[src/rtl/br_pkg.sv]
// Shared types and sizes for the branch-resolution slice: prediction metadata,
// recovery FSM states and the misprediction rule.
package br_pkg;

    localparam int unsigned GBIT = 10;
    localparam int unsigned CNTW = 16;
    localparam int unsigned XLEN = 32;

    typedef struct packed {
        logic            valid;
        logic [XLEN-1:0] pc;
        logic            pred_taken;
        logic [XLEN-1:0] pred_target;
        logic [GBIT-1:0] pattern;
    } pred_meta_t;

    typedef enum logic {
        RUN     = 1'b0,
        RECOVER = 1'b1
    } br_state_e;

    // A false BTB hit on a non-control instruction is also a mispredict.
    function automatic logic mispredict(input logic is_br,
                                        input logic is_jmp,
                                        input logic pred_taken,
                                        input logic taken,
                                        input logic tgt_hit);
        return (is_br && (pred_taken != taken))
            || ((is_br || is_jmp) && pred_taken && !tgt_hit)
            || (is_jmp && !pred_taken)
            || (!is_br && !is_jmp && pred_taken);
    endfunction

endpackage

[src/rtl/br_resolve_if.sv]
// Fetch prediction, execute outcome and resolution outputs of br_resolve.
interface br_resolve_if #(
    parameter int unsigned GBIT = br_pkg::GBIT,
    parameter int unsigned CNTW = br_pkg::CNTW
);
    logic                        i_stall;
    logic [br_pkg::XLEN-1:0]     i_pc_F;
    logic                        i_pred_taken_F;
    logic [br_pkg::XLEN-1:0]     i_pred_target_F;
    logic [GBIT-1:0]             i_pattern_F;
    logic [br_pkg::XLEN-1:0]     i_pc_E;
    logic                        i_branch_en_E;
    logic                        i_jump_en_E;
    logic                        i_taken_E;
    logic [br_pkg::XLEN-1:0]     i_target_E;
    logic                        o_redirect;
    logic [br_pkg::XLEN-1:0]     o_redirect_pc;
    logic                        o_flush_FD;
    logic                        o_upd_valid;
    logic [br_pkg::XLEN-1:0]     o_upd_pc;
    logic                        o_upd_taken;
    logic [br_pkg::XLEN-1:0]     o_upd_target;
    logic [GBIT-1:0]             o_upd_pattern;
    logic [CNTW-1:0]             o_branch_cnt;
    logic [CNTW-1:0]             o_mispred_cnt;

    modport slave (
        input  i_stall, i_pc_F, i_pred_taken_F, i_pred_target_F, i_pattern_F,
        input  i_pc_E, i_branch_en_E, i_jump_en_E, i_taken_E, i_target_E,
        output o_redirect, o_redirect_pc, o_flush_FD,
        output o_upd_valid, o_upd_pc, o_upd_taken, o_upd_target, o_upd_pattern,
        output o_branch_cnt, o_mispred_cnt
    );

    modport master (
        output i_stall, i_pc_F, i_pred_taken_F, i_pred_target_F, i_pattern_F,
        output i_pc_E, i_branch_en_E, i_jump_en_E, i_taken_E, i_target_E,
        input  o_redirect, o_redirect_pc, o_flush_FD,
        input  o_upd_valid, o_upd_pc, o_upd_taken, o_upd_target, o_upd_pattern,
        input  o_branch_cnt, o_mispred_cnt
    );
endinterface

[src/rtl/br_meta_stage.sv]
// One prediction-metadata pipeline register; flush wins over stall.
module br_meta_stage
    import br_pkg::*;
(
    input  logic       clk,
    input  logic       rst_n,
    input  logic       stall,
    input  logic       flush,
    input  pred_meta_t d,
    output pred_meta_t q
);

    always_ff @(posedge clk or negedge rst_n) begin
        if (!rst_n) begin
            q <= '0;
        end else if (flush) begin
            q <= '0;
        end else if (!stall) begin
            q <= d;
        end
    end

endmodule

[src/rtl/br_resolve.sv]
// Resolves execute-stage branches against the fetch-time prediction: redirects
// fetch on a mispredict, trains the predictor and keeps performance counters.
module br_resolve #(
    parameter int unsigned GBIT = br_pkg::GBIT,
    parameter int unsigned CNTW = br_pkg::CNTW
) (
    input logic         i_clk,
    input logic         i_rst_n,
    br_resolve_if.slave bus
);
    import br_pkg::*;

    localparam int unsigned PGBIT = br_pkg::GBIT;

    pred_meta_t meta_f, meta_d, meta_e;
    br_state_e  state_q, state_d;

    logic            flush_d_c, flush_e_c;
    logic            eval_c, is_br_c, is_jmp_c, mispred_c, taken_c;
    logic            redirect_q, redirect_d;
    logic [XLEN-1:0] redirect_pc_q, redirect_pc_d;
    logic            upd_valid_q, upd_valid_d;
    logic [XLEN-1:0] upd_pc_q, upd_pc_d;
    logic            upd_taken_q, upd_taken_d;
    logic [XLEN-1:0] upd_target_q, upd_target_d;
    logic [GBIT-1:0] upd_pattern_q, upd_pattern_d;
    logic [CNTW-1:0] branch_cnt_q, branch_cnt_d;
    logic [CNTW-1:0] mispred_cnt_q, mispred_cnt_d;

    // Every fetch slot carries a prediction; wrong-path slots are killed by flushes.
    always_comb begin
        meta_f             = '0;
        meta_f.valid       = 1'b1;
        meta_f.pc          = bus.i_pc_F;
        meta_f.pred_taken  = bus.i_pred_taken_F;
        meta_f.pred_target = bus.i_pred_target_F;
        meta_f.pattern     = PGBIT'(bus.i_pattern_F);
    end

    br_meta_stage u_stage_fd (
        .clk   (i_clk),
        .rst_n (i_rst_n),
        .stall (bus.i_stall),
        .flush (flush_d_c),
        .d     (meta_f),
        .q     (meta_d)
    );

    br_meta_stage u_stage_de (
        .clk   (i_clk),
        .rst_n (i_rst_n),
        .stall (bus.i_stall),
        .flush (flush_e_c),
        .d     (meta_d),
        .q     (meta_e)
    );

    // Next state, evaluation and next values of every registered output.
    always_comb begin
        state_d       = state_q;
        eval_c        = 1'b0;
        redirect_d    = 1'b0;
        redirect_pc_d = redirect_pc_q;
        upd_valid_d   = 1'b0;
        upd_pc_d      = upd_pc_q;
        upd_taken_d   = upd_taken_q;
        upd_target_d  = upd_target_q;
        upd_pattern_d = upd_pattern_q;
        branch_cnt_d  = branch_cnt_q;
        mispred_cnt_d = mispred_cnt_q;

        is_jmp_c  = bus.i_jump_en_E;
        is_br_c   = bus.i_branch_en_E & ~bus.i_jump_en_E;
        taken_c   = is_jmp_c | (is_br_c & bus.i_taken_E);
        mispred_c = mispredict(is_br_c, is_jmp_c, meta_e.pred_taken, bus.i_taken_E,
                               meta_e.pred_target == bus.i_target_E);

        case (state_q)
            RUN: begin
                eval_c = meta_e.valid & ~bus.i_stall;
                if (eval_c && mispred_c) begin
                    state_d = RECOVER;
                end
            end
            RECOVER: state_d = RUN;
            default: state_d = RUN;
        endcase

        if (eval_c && mispred_c) begin
            redirect_d    = 1'b1;
            redirect_pc_d = taken_c ? bus.i_target_E : bus.i_pc_E + XLEN'(4);
            if (mispred_cnt_q != '1) begin
                mispred_cnt_d = mispred_cnt_q + CNTW'(1);
            end
        end

        if (eval_c && is_br_c) begin
            upd_valid_d   = 1'b1;
            upd_pc_d      = meta_e.pc;
            upd_taken_d   = bus.i_taken_E;
            upd_target_d  = bus.i_target_E;
            upd_pattern_d = GBIT'(meta_e.pattern);
        end

        if (eval_c && (is_br_c || is_jmp_c) && (branch_cnt_q != '1)) begin
            branch_cnt_d = branch_cnt_q + CNTW'(1);
        end

        // The fetch slot seen during RECOVER is still wrong-path, so D is flushed again.
        flush_e_c = redirect_d;
        flush_d_c = redirect_d | (state_q == RECOVER);
    end

    always_ff @(posedge i_clk or negedge i_rst_n) begin
        if (!i_rst_n) begin
            state_q       <= RUN;
            redirect_q    <= 1'b0;
            redirect_pc_q <= '0;
            upd_valid_q   <= 1'b0;
            upd_pc_q      <= '0;
            upd_taken_q   <= 1'b0;
            upd_target_q  <= '0;
            upd_pattern_q <= '0;
            branch_cnt_q  <= '0;
            mispred_cnt_q <= '0;
        end else begin
            state_q       <= state_d;
            redirect_q    <= redirect_d;
            redirect_pc_q <= redirect_pc_d;
            upd_valid_q   <= upd_valid_d;
            upd_pc_q      <= upd_pc_d;
            upd_taken_q   <= upd_taken_d;
            upd_target_q  <= upd_target_d;
            upd_pattern_q <= upd_pattern_d;
            branch_cnt_q  <= branch_cnt_d;
            mispred_cnt_q <= mispred_cnt_d;
        end
    end

    assign bus.o_redirect    = redirect_q;
    assign bus.o_redirect_pc = redirect_pc_q;
    assign bus.o_flush_FD    = redirect_q;
    assign bus.o_upd_valid   = upd_valid_q;
    assign bus.o_upd_pc      = upd_pc_q;
    assign bus.o_upd_taken   = upd_taken_q;
    assign bus.o_upd_target  = upd_target_q;
    assign bus.o_upd_pattern = upd_pattern_q;
    assign bus.o_branch_cnt  = branch_cnt_q;
    assign bus.o_mispred_cnt = mispred_cnt_q;

endmodule
[src/flat_wrapper.sv]
// flat-port wrapper written by rule: the top's interface ports become plain ports
module br_resolve_flat import br_pkg::*;
#(
    parameter int unsigned GBIT = br_pkg::GBIT,
    parameter int unsigned CNTW = br_pkg::CNTW
)
  (i_clk, i_rst_n, bus_i_stall, bus_i_pc_F, bus_i_pred_taken_F, bus_i_pred_target_F, bus_i_pattern_F, bus_i_pc_E, bus_i_branch_en_E, bus_i_jump_en_E, bus_i_taken_E, bus_i_target_E, bus_o_redirect, bus_o_redirect_pc, bus_o_flush_FD, bus_o_upd_valid, bus_o_upd_pc, bus_o_upd_taken, bus_o_upd_target, bus_o_upd_pattern, bus_o_branch_cnt, bus_o_mispred_cnt);
  br_resolve_if #(.GBIT(GBIT), .CNTW(CNTW)) bus_i ();
  input logic i_clk;
  input logic i_rst_n;
  input wire logic [$bits(bus_i.i_stall)-1:0] bus_i_stall;
  input wire logic [$bits(bus_i.i_pc_F)-1:0] bus_i_pc_F;
  input wire logic [$bits(bus_i.i_pred_taken_F)-1:0] bus_i_pred_taken_F;
  input wire logic [$bits(bus_i.i_pred_target_F)-1:0] bus_i_pred_target_F;
  input wire logic [$bits(bus_i.i_pattern_F)-1:0] bus_i_pattern_F;
  input wire logic [$bits(bus_i.i_pc_E)-1:0] bus_i_pc_E;
  input wire logic [$bits(bus_i.i_branch_en_E)-1:0] bus_i_branch_en_E;
  input wire logic [$bits(bus_i.i_jump_en_E)-1:0] bus_i_jump_en_E;
  input wire logic [$bits(bus_i.i_taken_E)-1:0] bus_i_taken_E;
  input wire logic [$bits(bus_i.i_target_E)-1:0] bus_i_target_E;
  output wire logic [$bits(bus_i.o_redirect)-1:0] bus_o_redirect;
  output wire logic [$bits(bus_i.o_redirect_pc)-1:0] bus_o_redirect_pc;
  output wire logic [$bits(bus_i.o_flush_FD)-1:0] bus_o_flush_FD;
  output wire logic [$bits(bus_i.o_upd_valid)-1:0] bus_o_upd_valid;
  output wire logic [$bits(bus_i.o_upd_pc)-1:0] bus_o_upd_pc;
  output wire logic [$bits(bus_i.o_upd_taken)-1:0] bus_o_upd_taken;
  output wire logic [$bits(bus_i.o_upd_target)-1:0] bus_o_upd_target;
  output wire logic [$bits(bus_i.o_upd_pattern)-1:0] bus_o_upd_pattern;
  output wire logic [$bits(bus_i.o_branch_cnt)-1:0] bus_o_branch_cnt;
  output wire logic [$bits(bus_i.o_mispred_cnt)-1:0] bus_o_mispred_cnt;
  assign bus_i.i_stall = bus_i_stall;
  assign bus_i.i_pc_F = bus_i_pc_F;
  assign bus_i.i_pred_taken_F = bus_i_pred_taken_F;
  assign bus_i.i_pred_target_F = bus_i_pred_target_F;
  assign bus_i.i_pattern_F = bus_i_pattern_F;
  assign bus_i.i_pc_E = bus_i_pc_E;
  assign bus_i.i_branch_en_E = bus_i_branch_en_E;
  assign bus_i.i_jump_en_E = bus_i_jump_en_E;
  assign bus_i.i_taken_E = bus_i_taken_E;
  assign bus_i.i_target_E = bus_i_target_E;
  assign bus_o_redirect = bus_i.o_redirect;
  assign bus_o_redirect_pc = bus_i.o_redirect_pc;
  assign bus_o_flush_FD = bus_i.o_flush_FD;
  assign bus_o_upd_valid = bus_i.o_upd_valid;
  assign bus_o_upd_pc = bus_i.o_upd_pc;
  assign bus_o_upd_taken = bus_i.o_upd_taken;
  assign bus_o_upd_target = bus_i.o_upd_target;
  assign bus_o_upd_pattern = bus_i.o_upd_pattern;
  assign bus_o_branch_cnt = bus_i.o_branch_cnt;
  assign bus_o_mispred_cnt = bus_i.o_mispred_cnt;
  br_resolve #(.GBIT(GBIT), .CNTW(CNTW)) u_core (.i_clk(i_clk), .i_rst_n(i_rst_n), .bus(bus_i));
endmodule
[config.mk]
export PLATFORM = sky130hd
export DESIGN_NAME = br_resolve_flat
export DESIGN_NICKNAME = d
export VERILOG_FILES = /design/src/rtl/br_pkg.sv /design/src/rtl/br_resolve_if.sv /design/src/rtl/br_meta_stage.sv /design/src/rtl/br_resolve.sv /design/src/flat_wrapper.sv
export SDC_FILE = /design/constraint.sdc
export NUM_CORES = 1
export LEC_CHECK = 0
export CAP_MARGIN = 20
export CELL_PAD_IN_SITES_DETAIL_PLACEMENT = 1
export CELL_PAD_IN_SITES_GLOBAL_PLACEMENT = 2
export CORE_MARGIN = 4
export CORE_UTILIZATION = 35
export CTS_CLUSTER_SIZE = 28
export DETAILED_ROUTE_END_ITERATION = 10
export MAX_ROUTING_LAYER = met4
export PLACE_DENSITY = 0.88
export SYNTH_ARGS = -nofsm -noshare
export SYNTH_HDL_FRONTEND = slang
export SYNTH_HIERARCHICAL = 1
export SYNTH_SLANG_ARGS = --single-unit
[constraint.sdc]
create_clock -name i_clk -period 5.2 [get_ports i_clk]
set_input_delay 1.56 -clock i_clk [delete_from_list [all_inputs] [get_ports i_clk]]
set_output_delay 1.56 -clock i_clk [all_outputs]
set_load 0.02 [all_outputs]
Word-level counts from Yosys, hierarchy flattened
Index checks and enable logic that the tools add are counted.
{"block": "word_totals", "out_inout_bits": 142, "inputBits": 145, "ff_bits": 294}
{"block": "op_classes", "eq_ne": 6, "n_bitwise": 8, "addsub": 3, "reduce_logical": 20, "n_mux": 10}
{"cell": "two-way mux 76 bit", "count": 4}
{"cell": "adder 16 x 1 -> 16 bit (second input constant)", "count": 2}
{"cell": "adder 32 x 3 -> 32 bit (second input constant)", "count": 1}
{"cell": "equality test 32 bit", "count": 1}
{"cell": "two-way mux 32 bit", "count": 1}
{"cell": "inequality test 16 bit (second input constant)", "count": 2}
{"cell": "logical AND 1 bit", "count": 11}
{"cell": "logical NOT 1 bit", "count": 4}
{"cell": "logical OR 1 bit", "count": 4}
{"cell": "two-way mux 1 bit", "count": 4}
{"cell": "inequality test 2 x 1 -> 1 bit (second input constant)", "count": 2}
{"cell": "bitwise AND 1 bit", "count": 3}
{"cell": "NOT 1 bit", "count": 3}
{"cell": "OR 1 bit", "count": 2}
{"cell": "case mux 1 bit (2 select lines)", "count": 1}
{"cell": "AND reduction 2 bit", "count": 1}
{"cell": "inequality test 1 bit", "count": 1}

Logic depth before layout (Yosys ltp)
{"block": "depth", "word_depth": 12, "ltp_mapped": 12, "ltp_nobuf": 7}

Modules after synthesis
Netlist, hierarchy kept.
{"module": "br_resolve", "instances": 1, "cells_each": 698, "seq_area_each_um2": 3553.4, "area_per_inst_um2": 7020.5}
{"module": "br_meta_stage", "instances": 2, "cells_each": 245, "seq_area_each_um2": 1901.8, "area_per_inst_um2": 3109.2}

Least setup slack after synthesis
OpenSTA, ideal clock, no wires.
{"block": "synth_timing", "kind": "input port to flip-flop", "start": "in bus_i_target_E[12]", "end": "reg u_core/u_stage_fd/q[0] in the netlist's numbering", "path_stages": 12, "n_path_buf": 5, "setup_ns": 0.072, "arrival_time_ns": 3.867, "setup_slack_ns": 1.261, "path_cell_list": "xor2_1 -> nor4_1 -> nand4_1 -> or4_1 -> buf_2 -> and2_4 -> buf_6 -> buf_6 -> or2_2 -> buf_2 -> clkbuf_1 -> nor2_1"}
{"block": "synth_between", "elab_chain_len": 10}
{"item": "start: declaration", "line_no": "flat_wrapper.sv:20", "rtl": "input wire logic [$bits(bus_i.i_target_E)-1:0] bus_i_target_E;"}
{"item": "equality test 32 bit *", "line_no": "br_resolve.sv:76", "rtl": "meta_e.pred_target == bus.i_target_E);"}
{"item": "logical NOT 1 bit *", "line_no": "br_pkg.sv:29", "rtl": "|| ((is_br || is_jmp) && pred_taken && !tgt_hit)"}
{"item": "logical AND 1 bit *", "line_no": "br_pkg.sv:29"}
{"item": "logical OR 1 bit *", "line_no": "br_pkg.sv:29"}
{"item": "logical OR 1 bit *", "line_no": "br_pkg.sv:30", "rtl": "|| (is_jmp && !pred_taken)"}
{"item": "logical OR 1 bit *", "line_no": "br_pkg.sv:31", "rtl": "|| (!is_br && !is_jmp && pred_taken);"}
{"item": "logical AND 1 bit *", "line_no": "br_resolve.sv:89", "rtl": "if (eval_c && mispred_c) begin"}
{"item": "two-way mux 1 bit *", "line_no": "br_resolve.sv:89"}
{"item": "via u_core.flush_e_c", "line_no": "br_resolve.sv:18", "rtl": "logic flush_d_c, flush_e_c;"}
{"item": "OR 1 bit *", "line_no": "br_resolve.sv:111", "rtl": "flush_d_c = redirect_d | (state_q == RECOVER);"}
{"item": "via u_core.flush_d_c", "line_no": "br_resolve.sv:18"}
{"item": "inequality test 2 x 1 -> 1 bit (no source line) / two-way mux 76 bit (equally long branches)"}
{"item": "end signal: assignment", "line_no": "br_meta_stage.sv:15", "rtl": "q <= '0;"}
{"item": "end signal: assignment", "line_no": "br_meta_stage.sv:17", "rtl": "q <= '0;"}
{"item": "end signal: assignment", "line_no": "br_meta_stage.sv:19", "rtl": "q <= d;"}
{"item": "end: declaration", "line_no": "br_meta_stage.sv:10", "rtl": "output pred_meta_t q"}
The timed path passes the listed nets; every way through them passes the cells marked *.
A chain may end at the register's enable or synchronous reset.

Final worst setup path
{"block": "layout_timing", "start": "in bus_i_target_E[8]", "end": "reg u_core/u_stage_fd/q[31] in the netlist's numbering"}
{"block": "layout_between", "elab_chain_len": 10}
{"item": "equality test 32 bit *", "line_no": "br_resolve.sv:76"}
{"item": "logical NOT 1 bit *", "line_no": "br_pkg.sv:29"}
{"item": "logical AND 1 bit *", "line_no": "br_pkg.sv:29"}
{"item": "logical OR 1 bit *", "line_no": "br_pkg.sv:29"}
{"item": "logical OR 1 bit *", "line_no": "br_pkg.sv:30"}
{"item": "logical OR 1 bit *", "line_no": "br_pkg.sv:31"}
{"item": "logical AND 1 bit *", "line_no": "br_resolve.sv:89"}
{"item": "two-way mux 1 bit *", "line_no": "br_resolve.sv:89"}
{"item": "OR 1 bit *", "line_no": "br_resolve.sv:111"}
{"item": "via u_core.flush_d_c", "line_no": "br_resolve.sv:18"}
{"item": "inequality test 2 x 1 -> 1 bit (no source line) / two-way mux 76 bit (equally long branches)"}
Marked as above.

==> impl_metrics.env <==
export IMPL_clock_fmax_ghz=0.2382
export IMPL_crit_chain="clkdlybuf4s50_1, xor2_1, nor4_1, nand3_1, or4_1, and2_4, or2_4, nor2_1"
export IMPL_ys_warn_count=6
export IMPL_n_fill_cell=4027
export IMPL_drive_gt1_share_pct=9.489
export IMPL_synth_edff_count=0
export IMPL_die_area_um2=41000
export IMPL_dpl_cell_area_um2=16420
export IMPL_htreeDepth=2
export IMPL_area_growth_syn_to_layout_pct=32.83
export IMPL_seq_area_frac_synth_pct=55.57
export IMPL_path_max_fanout=76
export IMPL_arrival_ns=4.62
export IMPL_grt_remaining_overflow=0
export IMPL_slew_violations=0
export IMPL_clock_latency_ns=0.51
export IMPL_maxCapViolations=0
export IMPL_grt_pass1_wl_um=63490
export IMPL_fin_crit_sh_pct=80.72
export IMPL_period_minus_slack_ns=4.197
export IMPL_hpwlAfterDp_um=28220
export IMPL_synthArstFlopShare_pct=100.0
export IMPL_wl_per_cell_um=20.45
export IMPL_finalHoldViolations=0
export IMPL_switching_share_pct=33.45
export IMPL_slew_headroom_pct=30.98
export IMPL_hold_end="u_core/bus.o_upd_pattern[7]$_DFFE_PN0P_"
export IMPL_num_rows=70
export IMPL_hold_start="u_core/u_stage_de/q[7]$_DFFE_PN0P_"
export IMPL_final_cell_mix="dfrtp_1 (294), clkdlybuf4s50_1 (284), nand2_1 (184)"
export IMPL_met2_length_um=20220
export IMPL_grt_util_all_layers_pct=20.06
export IMPL_nNetsFinal=1610
export IMPL_grt_pass1_vias=10635
export IMPL_rsz0062_at_grt="no"
export IMPL_via_count=9795
export IMPL_cts_root_buf="clkbuf_16"
export IMPL_avgSynthCellArea_um2=11.14
export IMPL_drtIter0Drc=409
export IMPL_first_pass_iters=6
export IMPL_r2r_start="u_core/u_stage_de/q[18]$_DFFE_PN0P_"
export IMPL_min_path_cells=2
export IMPL_drtAntennaViolNets=0
export IMPL_wl_met3_um=1986
export IMPL_postCtsSetupBuffers=0
export IMPL_clockBufferDepth=3
export IMPL_antenna_found_initial=7
export IMPL_r2r_slack_ns=2.23
export IMPL_drc=0
export IMPL_cts_resized=0
export IMPL_ioPinCount=287
export IMPL_final_setup_tns_ns=0
export IMPL_cts_num_sinks=294
export IMPL_reg2reg_to="u_core/u_stage_fd/q[31]$_DFFE_PN0P_"
export IMPL_crit_path_end_kind="flop"
export IMPL_top_layer_used="met4"
export IMPL_via_per_inst=4.905
export IMPL_core_area_um2=36960
export IMPL_synth_distinct_cells=44
export IMPL_synthFlopType="dfrtp_1"
export IMPL_crit_path_start_kind="input port"
export IMPL_synth_nets=1336
export IMPL_p_int_mw=5.989
export IMPL_slowest_delay_ns=0.60
export IMPL_setup_viol=0
export IMPL_syn_inst=1188
export IMPL_die_h_um=202.5
export IMPL_layout_commonest_cell="dfrtp_1"
export IMPL_clk_pin_slew_ns=0.06
export IMPL_final_area_um2=17590
export IMPL_portBuffers=286
export IMPL_power_frac_clock_pct=27.0
export IMPL_p_sw_mw=3.010
export IMPL_cts_hold_buf=0
export IMPL_critPathKind="in -> reg"
export IMPL_tightest_slew_ns=1.035
export IMPL_fp_dieW_um=202.5
export IMPL_skew_ns=0.01821
export IMPL_routedLengthMet1_um=17580
export IMPL_place_congestion=0.8396
export IMPL_syn_cell_area_um2=13240
export IMPL_worstPathRequired_ns=5.63
export IMPL_powerDensity_nw_per_um2=511.7
export IMPL_p_seq_share_pct=40.3
export IMPL_pwr_share_comb_pct=32.7
export IMPL_holdCritPathClass="reg -> reg"
export IMPL_status="finished, final reports clean"
export IMPL_drt_wl_total_um=40830
export IMPL_vdd_ir_drop_max_uv=269.7
export IMPL_slowest_stage="or4_1"
export IMPL_reg2reg_depth=7
export IMPL_grt_max_degree=112
export IMPL_cts_tree="built"
export IMPL_cts_buffers=35
export IMPL_initial_core_util_pct=35.82
export IMPL_power_leakage_nw=8.193
export IMPL_ys_ff_latch=294
-- logic make-up (layout without fill, tap and decap cells) --
family,Yosys count,in the layout,share of synthesized area (%)
other,1,8,0.02833
DFF,294,294,55.57
buffers and inverters,76,374,3.894
and+or+nand+nor,463,463,14.94
xor gates and xnor gates,78,78,5.160
adders and majority gates,3,3,0.2836
AOI/OAI and AO/OA,54,54,2.306
muxes,219,219,17.81
-- cell type report --
class	count	area (um^2)	share of cell area, %
diodes	7	17.52	0.09961
clock buffers	50	1055	5.998
clock inverters	11	91.34	0.5194
inverters	12	45.04	0.2561
multi-input cells	818	5370	30.54
flip-flops and latches	294	7357	41.84
well taps	504	630.6	3.586
repair buffers	301	3019	17.17
-- metal layers --
layer	global-route usage, %	vias up
met5	-	-
met4	5.407	0
met3	4.424	55
met2	33.36	187
met1	24.99	5002
li1	-	4551
-- registers in the layout, indices dropped and copies added (netlist names) --
signal / count
u_core/bus.o_branch_cnt: 16
u_core/bus.o_flush_FD: 1
u_core/bus.o_mispred_cnt: 16
u_core/bus.o_redirect_pc: 32
u_core/bus.o_upd_pattern: 10
u_core/bus.o_upd_pc: 32
u_core/bus.o_upd_taken: 1
u_core/bus.o_upd_target: 32
u_core/bus.o_upd_valid: 1
u_core/state_q: 1
u_core/u_stage_de/q: 76
u_core/u_stage_fd/q: 76
-- worst max-delay path, delay by kind of cell --
| kind | cells | cell delay (ns) |
|---|---|---|
| xor+xnor | 1 | 0.21 |
| simple gates | 6 | 2.25 |
| buf+inv | 1 | 0.53 |
-- cells in the mapped netlist, types with 2 or more instances --
| cell type | n | area share (%) |
|---|---|---|
| a21o_1 | 2 | 0.11 |
| o211ai_1 | 3 | 0.17 |
| nand4_1 | 13 | 0.61 |
| xnor2_1 | 33 | 2.2 |
| buf_1 | 3 | 0.085 |
| mux2_4 | 23 | 2.6 |
| and3_1 | 10 | 0.47 |
| or3_1 | 5 | 0.24 |
| clkbuf_1 | 35 | 0.99 |
| nor4_1 | 13 | 0.61 |
| nand2_1 | 184 | 5.2 |
| a31oi_1 | 8 | 0.38 |
| xor2_1 | 45 | 3.0 |
| nand3_1 | 35 | 1.3 |
| or4_1 | 3 | 0.17 |
| o21ai_0 | 30 | 1.1 |
| dfrtp_1 | 294 | 56 |
| buf_6 | 4 | 0.34 |
| mux2_2 | 41 | 3.5 |
| and4_1 | 6 | 0.40 |
| and2_1 | 2 | 0.094 |
| buf_4 | 9 | 0.51 |
| buf_2 | 3 | 0.11 |
| nor2_1 | 170 | 4.8 |
| buf_12 | 10 | 1.5 |
| mux2i_1 | 155 | 12 |
| ha_1 | 3 | 0.28 |
| nor3_1 | 14 | 0.53 |
| a21oi_1 | 7 | 0.26 |
| inv_1 | 11 | 0.31 |
-- metrics by stage --
stage | instances | hold slack, ns | setup slack [ns] | util [%] | total power [mW]
after CTS | 1990 | 0.4706 | 0.9920 | 47.53 | 9.121
after global placement | 1928 | 0.4492 | 0.4466 | 44.42 | 6.501
after detailed placement | 1929 | 0.4612 | 0.4485 | 44.43 | 6.630
after global routing | 1997 | 0.4756 | 0.8888 | 47.58 | 9.517
after floorplan | 1188 | 0.4385 | 1.261 | - | 5.128
final | 1997 | 0.4683 | 1.003 | 47.58 | 8.999
-- power by group through the flow --
| stage | Sequential [mW] | Clock [mW] | Combinational (mW) |
|---|---|---|---|
| final | 3.63 | 2.43 | 2.94 |
| after global routing | 3.74 | 2.60 | 3.17 |
| after global placement | 3.61 | 0 | 2.89 |
| after floorplan | 4.03 | 0 | 1.10 |
| after CTS | 3.63 | 2.50 | 2.99 |
| after detailed placement | 3.66 | 0 | 2.97 |
-- worst max-delay path by stage --
stage                                                     end  cells after the start  slack [ns]               start
final                     u_core/u_stage_fd/q[31]$_DFFE_PN0P_                      8        1.00   bus_i_target_E[8]
after global routing      u_core/u_stage_fd/q[27]$_DFFE_PN0P_                      8        0.89   bus_i_branch_en_E
after CTS                 u_core/u_stage_fd/q[31]$_DFFE_PN0P_                      8        0.99   bus_i_target_E[8]
after detailed placement  u_core/u_stage_fd/q[24]$_DFFE_PN0P_                      8        0.45   bus_i_target_E[8]
after global placement    u_core/u_stage_fd/q[21]$_DFFE_PN0P_                      8        0.45   bus_i_target_E[8]
after floorplan            u_core/u_stage_fd/q[0]$_DFFE_PN0P_                     12        1.26  bus_i_target_E[12]
No activity file was read; power rests on OpenSTA's default activity.
